[src/rtl/pad_ctrl_pkg.sv]
// Shared types and constants for the bidirectional pad controller.
package pad_ctrl_pkg;

  typedef enum logic [1:0] {
    S_IN,
    S_TURN,
    S_OUT
  } pad_dir_state_e;

  localparam int unsigned ATTR_PE_BIT = 0;

endpackage

[src/rtl/pad_in_filter.sv]
// Pad receive path: 2-flop synchronizer, length-programmable glitch filter and
// registered rise/fall event pulses.
module pad_in_filter
  import pad_ctrl_pkg::*;
#(
  parameter int unsigned FILT_W = 4
) (
  input  logic              clk_i,
  input  logic              rst_i,
  input  logic              pad_out_i,
  input  logic [FILT_W-1:0] filt_len_i,
  output logic              in_val_o,
  output logic              rise_o,
  output logic              fall_o
);

  logic              sync1_q, sync1_d;
  logic              sync2_q, sync2_d;
  logic [FILT_W-1:0] cnt_q, cnt_d;
  logic              val_q, val_d;
  logic              rise_q, rise_d;
  logic              fall_q, fall_d;

  always_comb begin
    sync1_d = pad_out_i;
    sync2_d = sync1_q;
    cnt_d   = cnt_q;
    val_d   = val_q;
    rise_d  = 1'b0;
    fall_d  = 1'b0;
    if (sync2_q == val_q) begin
      cnt_d = '0;
    end else if (cnt_q >= filt_len_i) begin
      // >= so that lowering the length mid-count commits at once
      val_d  = sync2_q;
      cnt_d  = '0;
      rise_d = sync2_q;
      fall_d = ~sync2_q;
    end else if (cnt_q != {FILT_W{1'b1}}) begin
      cnt_d = cnt_q + 1'b1;
    end
  end

  always_ff @(posedge clk_i) begin
    if (rst_i) begin
      sync1_q <= 1'b0;
      sync2_q <= 1'b0;
      cnt_q   <= '0;
      val_q   <= 1'b0;
      rise_q  <= 1'b0;
      fall_q  <= 1'b0;
    end else begin
      sync1_q <= sync1_d;
      sync2_q <= sync2_d;
      cnt_q   <= cnt_d;
      val_q   <= val_d;
      rise_q  <= rise_d;
      fall_q  <= fall_d;
    end
  end

  assign in_val_o = val_q;
  assign rise_o   = rise_q;
  assign fall_o   = fall_q;

endmodule

[src/rtl/pad_ctrl_inout.sv]
// Core-side controller for one bidirectional pad: receive filter plus a direction
// FSM that inserts a dead time before the pad is driven.
module pad_ctrl_inout
  import pad_ctrl_pkg::*;
#(
  parameter int unsigned PADATTR = 16,
  parameter int unsigned FILT_W  = 4,
  parameter int unsigned TURN_W  = 3
) (
  input  logic               clk_i,
  input  logic               rst_i,
  input  logic               out_val_i,
  input  logic               out_en_i,
  input  logic [PADATTR-1:0] attr_i,
  input  logic [FILT_W-1:0]  filt_len_i,
  input  logic [TURN_W-1:0]  turn_cycles_i,
  output logic               in_val_o,
  output logic               rise_o,
  output logic               fall_o,
  output logic               dir_busy_o,
  output logic               pad_in_o,
  output logic               pad_oe_o,
  input  logic               pad_out_i,
  output logic [PADATTR-1:0] pad_attributes_o
);

  pad_dir_state_e     state_q, state_d;
  logic [TURN_W-1:0]  turn_q, turn_d;
  logic               oe_q, oe_d;
  logic               busy_q, busy_d;
  logic               pad_in_q, pad_in_d;
  logic [PADATTR-1:0] attr_q, attr_d;

  pad_in_filter #(
    .FILT_W(FILT_W)
  ) u_in_filter (
    .clk_i     (clk_i),
    .rst_i     (rst_i),
    .pad_out_i (pad_out_i),
    .filt_len_i(filt_len_i),
    .in_val_o  (in_val_o),
    .rise_o    (rise_o),
    .fall_o    (fall_o)
  );

  always_comb begin
    state_d  = state_q;
    turn_d   = turn_q;
    pad_in_d = out_val_i;
    attr_d   = attr_i;
    unique case (state_q)
      S_IN: begin
        if (out_en_i) begin
          if (turn_cycles_i == '0) begin
            state_d = S_OUT;
          end else begin
            state_d = S_TURN;
            turn_d  = turn_cycles_i;
          end
        end
      end
      S_TURN: begin
        if (!out_en_i) begin
          state_d = S_IN;
        end else if (turn_q <= TURN_W'(1)) begin
          state_d = S_OUT;
        end else begin
          turn_d = turn_q - 1'b1;
        end
      end
      S_OUT: begin
        if (!out_en_i) begin
          state_d = S_IN;
        end
      end
      default: state_d = S_IN;
    endcase
    // Outputs decoded from the next state so they are registered with it
    oe_d   = (state_d == S_OUT);
    busy_d = (state_d == S_TURN);
  end

  always_ff @(posedge clk_i) begin
    if (rst_i) begin
      state_q  <= S_IN;
      turn_q   <= '0;
      oe_q     <= 1'b0;
      busy_q   <= 1'b0;
      pad_in_q <= 1'b0;
      attr_q   <= '0;
    end else begin
      state_q  <= state_d;
      turn_q   <= turn_d;
      oe_q     <= oe_d;
      busy_q   <= busy_d;
      pad_in_q <= pad_in_d;
      attr_q   <= attr_d;
    end
  end

  assign pad_oe_o         = oe_q;
  assign dir_busy_o       = busy_q;
  assign pad_in_o         = pad_in_q;
  assign pad_attributes_o = attr_q;

endmodule
[config.mk]
export PLATFORM = sky130hd
export DESIGN_NAME = pad_ctrl_inout
export DESIGN_NICKNAME = d
export VERILOG_FILES = /design/src/rtl/pad_ctrl_pkg.sv /design/src/rtl/pad_in_filter.sv /design/src/rtl/pad_ctrl_inout.sv
export SDC_FILE = /design/constraint.sdc
export NUM_CORES = 1
export LEC_CHECK = 0
export BUFFER_PORTS_ARGS = -buffer_cell sky130_fd_sc_hd__buf_2
export CORE_MARGIN = 3
export CORE_UTILIZATION = 30
export DETAILED_ROUTE_END_ITERATION = 8
export GPL_TIMING_DRIVEN = 0
export PLACE_DENSITY = 0.64
export SLEW_MARGIN = 10
export SYNTH_ARGS = -nofsm -noshare
export SYNTH_HDL_FRONTEND = slang
export SYNTH_SLANG_ARGS = --single-unit
export TNS_END_PERCENT = 20
[constraint.sdc]
create_clock -name clk_i -period 1.9 [get_ports clk_i]
set_clock_uncertainty 0.1 [all_clocks]
set_input_delay 0.19 -clock clk_i [delete_from_list [all_inputs] [get_ports clk_i]]
set_output_delay 0.19 -clock clk_i [all_outputs]
set_load 0.1 [all_outputs]
==> metrics <==
WL final 2400 um; PnR Total Power 1.54 mW; CP max FO 5; first-pass GRT wire length 4240 um; final core utilization 41.3%; worst skew pair latency 280 ps; Comb pwr share 20.2%; delay-heaviest family, CP compound AO/OA/AOI/OAI gates; antenna diode count 0; commonest non-fill, non-tap cell in the layout buf_2; Compound-Gate Fraction of Synth Area 11.7%; clk sinks 33; dpl cell area 1610 um^2; Worst EP arrival 1920 ps; hold_buf cts 0; H-tree Lvls 2; Hold WC Path Type in -> reg; CP max stage cell dfxtp_2; row cnt 23; #FFs+latches synth 33; setup TNS 0 ps; Critical Path Start Type flip-flop; vias in the first global route 1025; CTS tree built; Tmin final 1810 ps; simple-gate area share of the yosys netlist 25.1%; I/O Pins 50; Psw 0.480 mW; RSZ-0062 raised after global routing false; CP max stage delay 370 ps; Worst Tran Pin Value 495 ps; Synth Area in XOR/XNOR 0.669%; remaining global-route overflow 0; P_int 1.06 mW; Peak Freq 552 MHz; vias per cell 4.38; Yosys warnings 0; layout cell share with drive strength beyond 1 34.4%; Final Instance Area 1700 um^2; Clock Tree Buf Depth 2; Final Max Slew Viols 0; clk root buf clkbuf_8; sequential-to-total area share from yosys stat 50.4%; Filler cells 416; drt wl/cell 10.1 um; post-route non-filler standard cell count 236; global-route usage over all layers 10.6%; largest net degree at the start of global routing 11; DP Cell Count 228; CTS Buf Count 5; Worst Path Buf+Inv 1; Hold Fails Final Rpt 0; DRC violations left 0; drt pass-1 iters 4; initial antenna violation count 0; sw frac 31.2%; final setup violation count 0; average size of a mapped cell 10.1 um^2; worst path cell trace inv_1 -> ha_1 -> nand2b_4 -> a211o_1 -> a211o_2 -> nor3_2; core footprint 4120 um^2; die height 72.1 um; Yosys cell types 34; PortBufs 48; power density cells 906 nW/um^2; Flop pwr share 47.8%; CP Data Required Time 2010 ps; multiplexer share of the synthesized area 1.53%; Vias 1033; worst hold margin 16.3 ps; peak supply drop 0.493 mV; Clock power frac 31.9%; Initial Util 31.8%; # nets final 220; Syn Inst Count 130; Placer Congestion 0.766; crit path kind reg -> reg; post-route ant nets 0; Lkg Pwr 0.788 nW; final setup margin 87.8 ps; post-synthesis adder-cell area fraction 6.69%; HPWL after DPL 1890 um; commonest non-fill, non-tap cells in the layout buf_2, dfxtp_1, nor2b_1; CP endpoint kind flip-flop; Final period util 95.4%; outcome finished, final reports clean; dpl ws 28.6 ps; Max-Cap Viols 0; slew margin rel. 67.2%; drt initial violations 41; Mapped Area 1310 um^2; syn nets 165; main combinational cell family by area after synthesis simple AND/OR/NAND/NOR gates; die width 72.1 um; Syn-to-layout area delta 29.6%; Worst-path clk slew 70 ps; full die area 5200 um^2
cell usage after synthesis, drive strengths merged:
library cell,number,area [um^2]
ha,7,87.6
xnor2,1,8.76
nor3b,2,15.0
nor3,7,50.1
a2111oi,2,20.0
nand2b,5,46.3
a21oi,4,20.0
a211oi,2,15.0
nor2,7,26.3
clkbuf,2,7.51
and4,2,17.5
nor2b,19,119
nand3,2,10.0
nand2,5,18.8
o221ai,2,17.5
o41ai,1,8.76
o21a,1,7.51
buf,2,8.75
o21ai,2,10.0
dfxtp,33,661
o31ai,1,7.51
a211o,2,18.8
mux2i,2,20.0
and2,2,12.5
o21bai,2,15.0
nand3b,1,7.51
a31oi,1,6.26
inv,9,33.8
or3,1,6.26
a21o,1,7.51
what timing repair did:
item	4_1_cts	5_1_grt
buffers inserted	0	0
setup endpoints to repair	0	5
gates resized for setup	0	1
per-layer routing:
layer	part of all wire (%)	up-vias	track usage (%)
met1	45	435	11.9
li1	-	553	-
met4	1.8	0	6.05
met3	12	5	5.96
met5	0	-	0
met2	41	40	15.6
power by group through the flow:
stage	Clock, mW	Sequential, mW	Combinational, mW
5_1_grt	0.549	0.739	0.335
3_3_place_gp	0	0.751	0.314
3_5_place_dp	0	0.751	0.314
4_1_cts	0.522	0.736	0.315
6_report	0.491	0.736	0.311
2_1_floorplan	0	0.911	0.0879
final timing paths:
check,end,from,slack [ps],cells past startpoint
min reg2reg,u_in_filter.sync2_q,u_in_filter.sync1_q,340,1
max,u_in_filter.cnt_q[3],u_in_filter.cnt_q[0],90,6
min,pad_attributes_o[1],attr_i[1],20,2
max reg2reg,u_in_filter.cnt_q[3],u_in_filter.cnt_q[0],90,6
flip-flops by register name, summed over array words and instances (netlist names), 2 cells and up:
name               cells
state_q                2
pad_attributes_o      16
u_in_filter.cnt_q      4
turn_q                 3
cell families (layout without fill, tap and decap cells):
kind of cell / Yosys count / in the layout
DFF: 33 / 33
AOI/OAI and AO/OA: 21 / 21
xor gates and xnor gates: 1 / 1
and+or+nand+nor: 53 / 53
muxes: 2 / 2
buffers and inverters: 13 / 69
adders and majority gates: 7 / 7
cell type report:
type,count,area [um^2],share of cell area [%]
sequential,33,663,39.1
multi-input combinational,84,599,35.3
timing repair buffer,48,240,14.1
clock buffer,6,72.6,4.27
tap,50,62.6,3.68
inverter,9,33.8,1.99
buffer,4,16.3,0.958
clock inverter,2,10.0,0.590
Power figures use the tool's default switching activity.
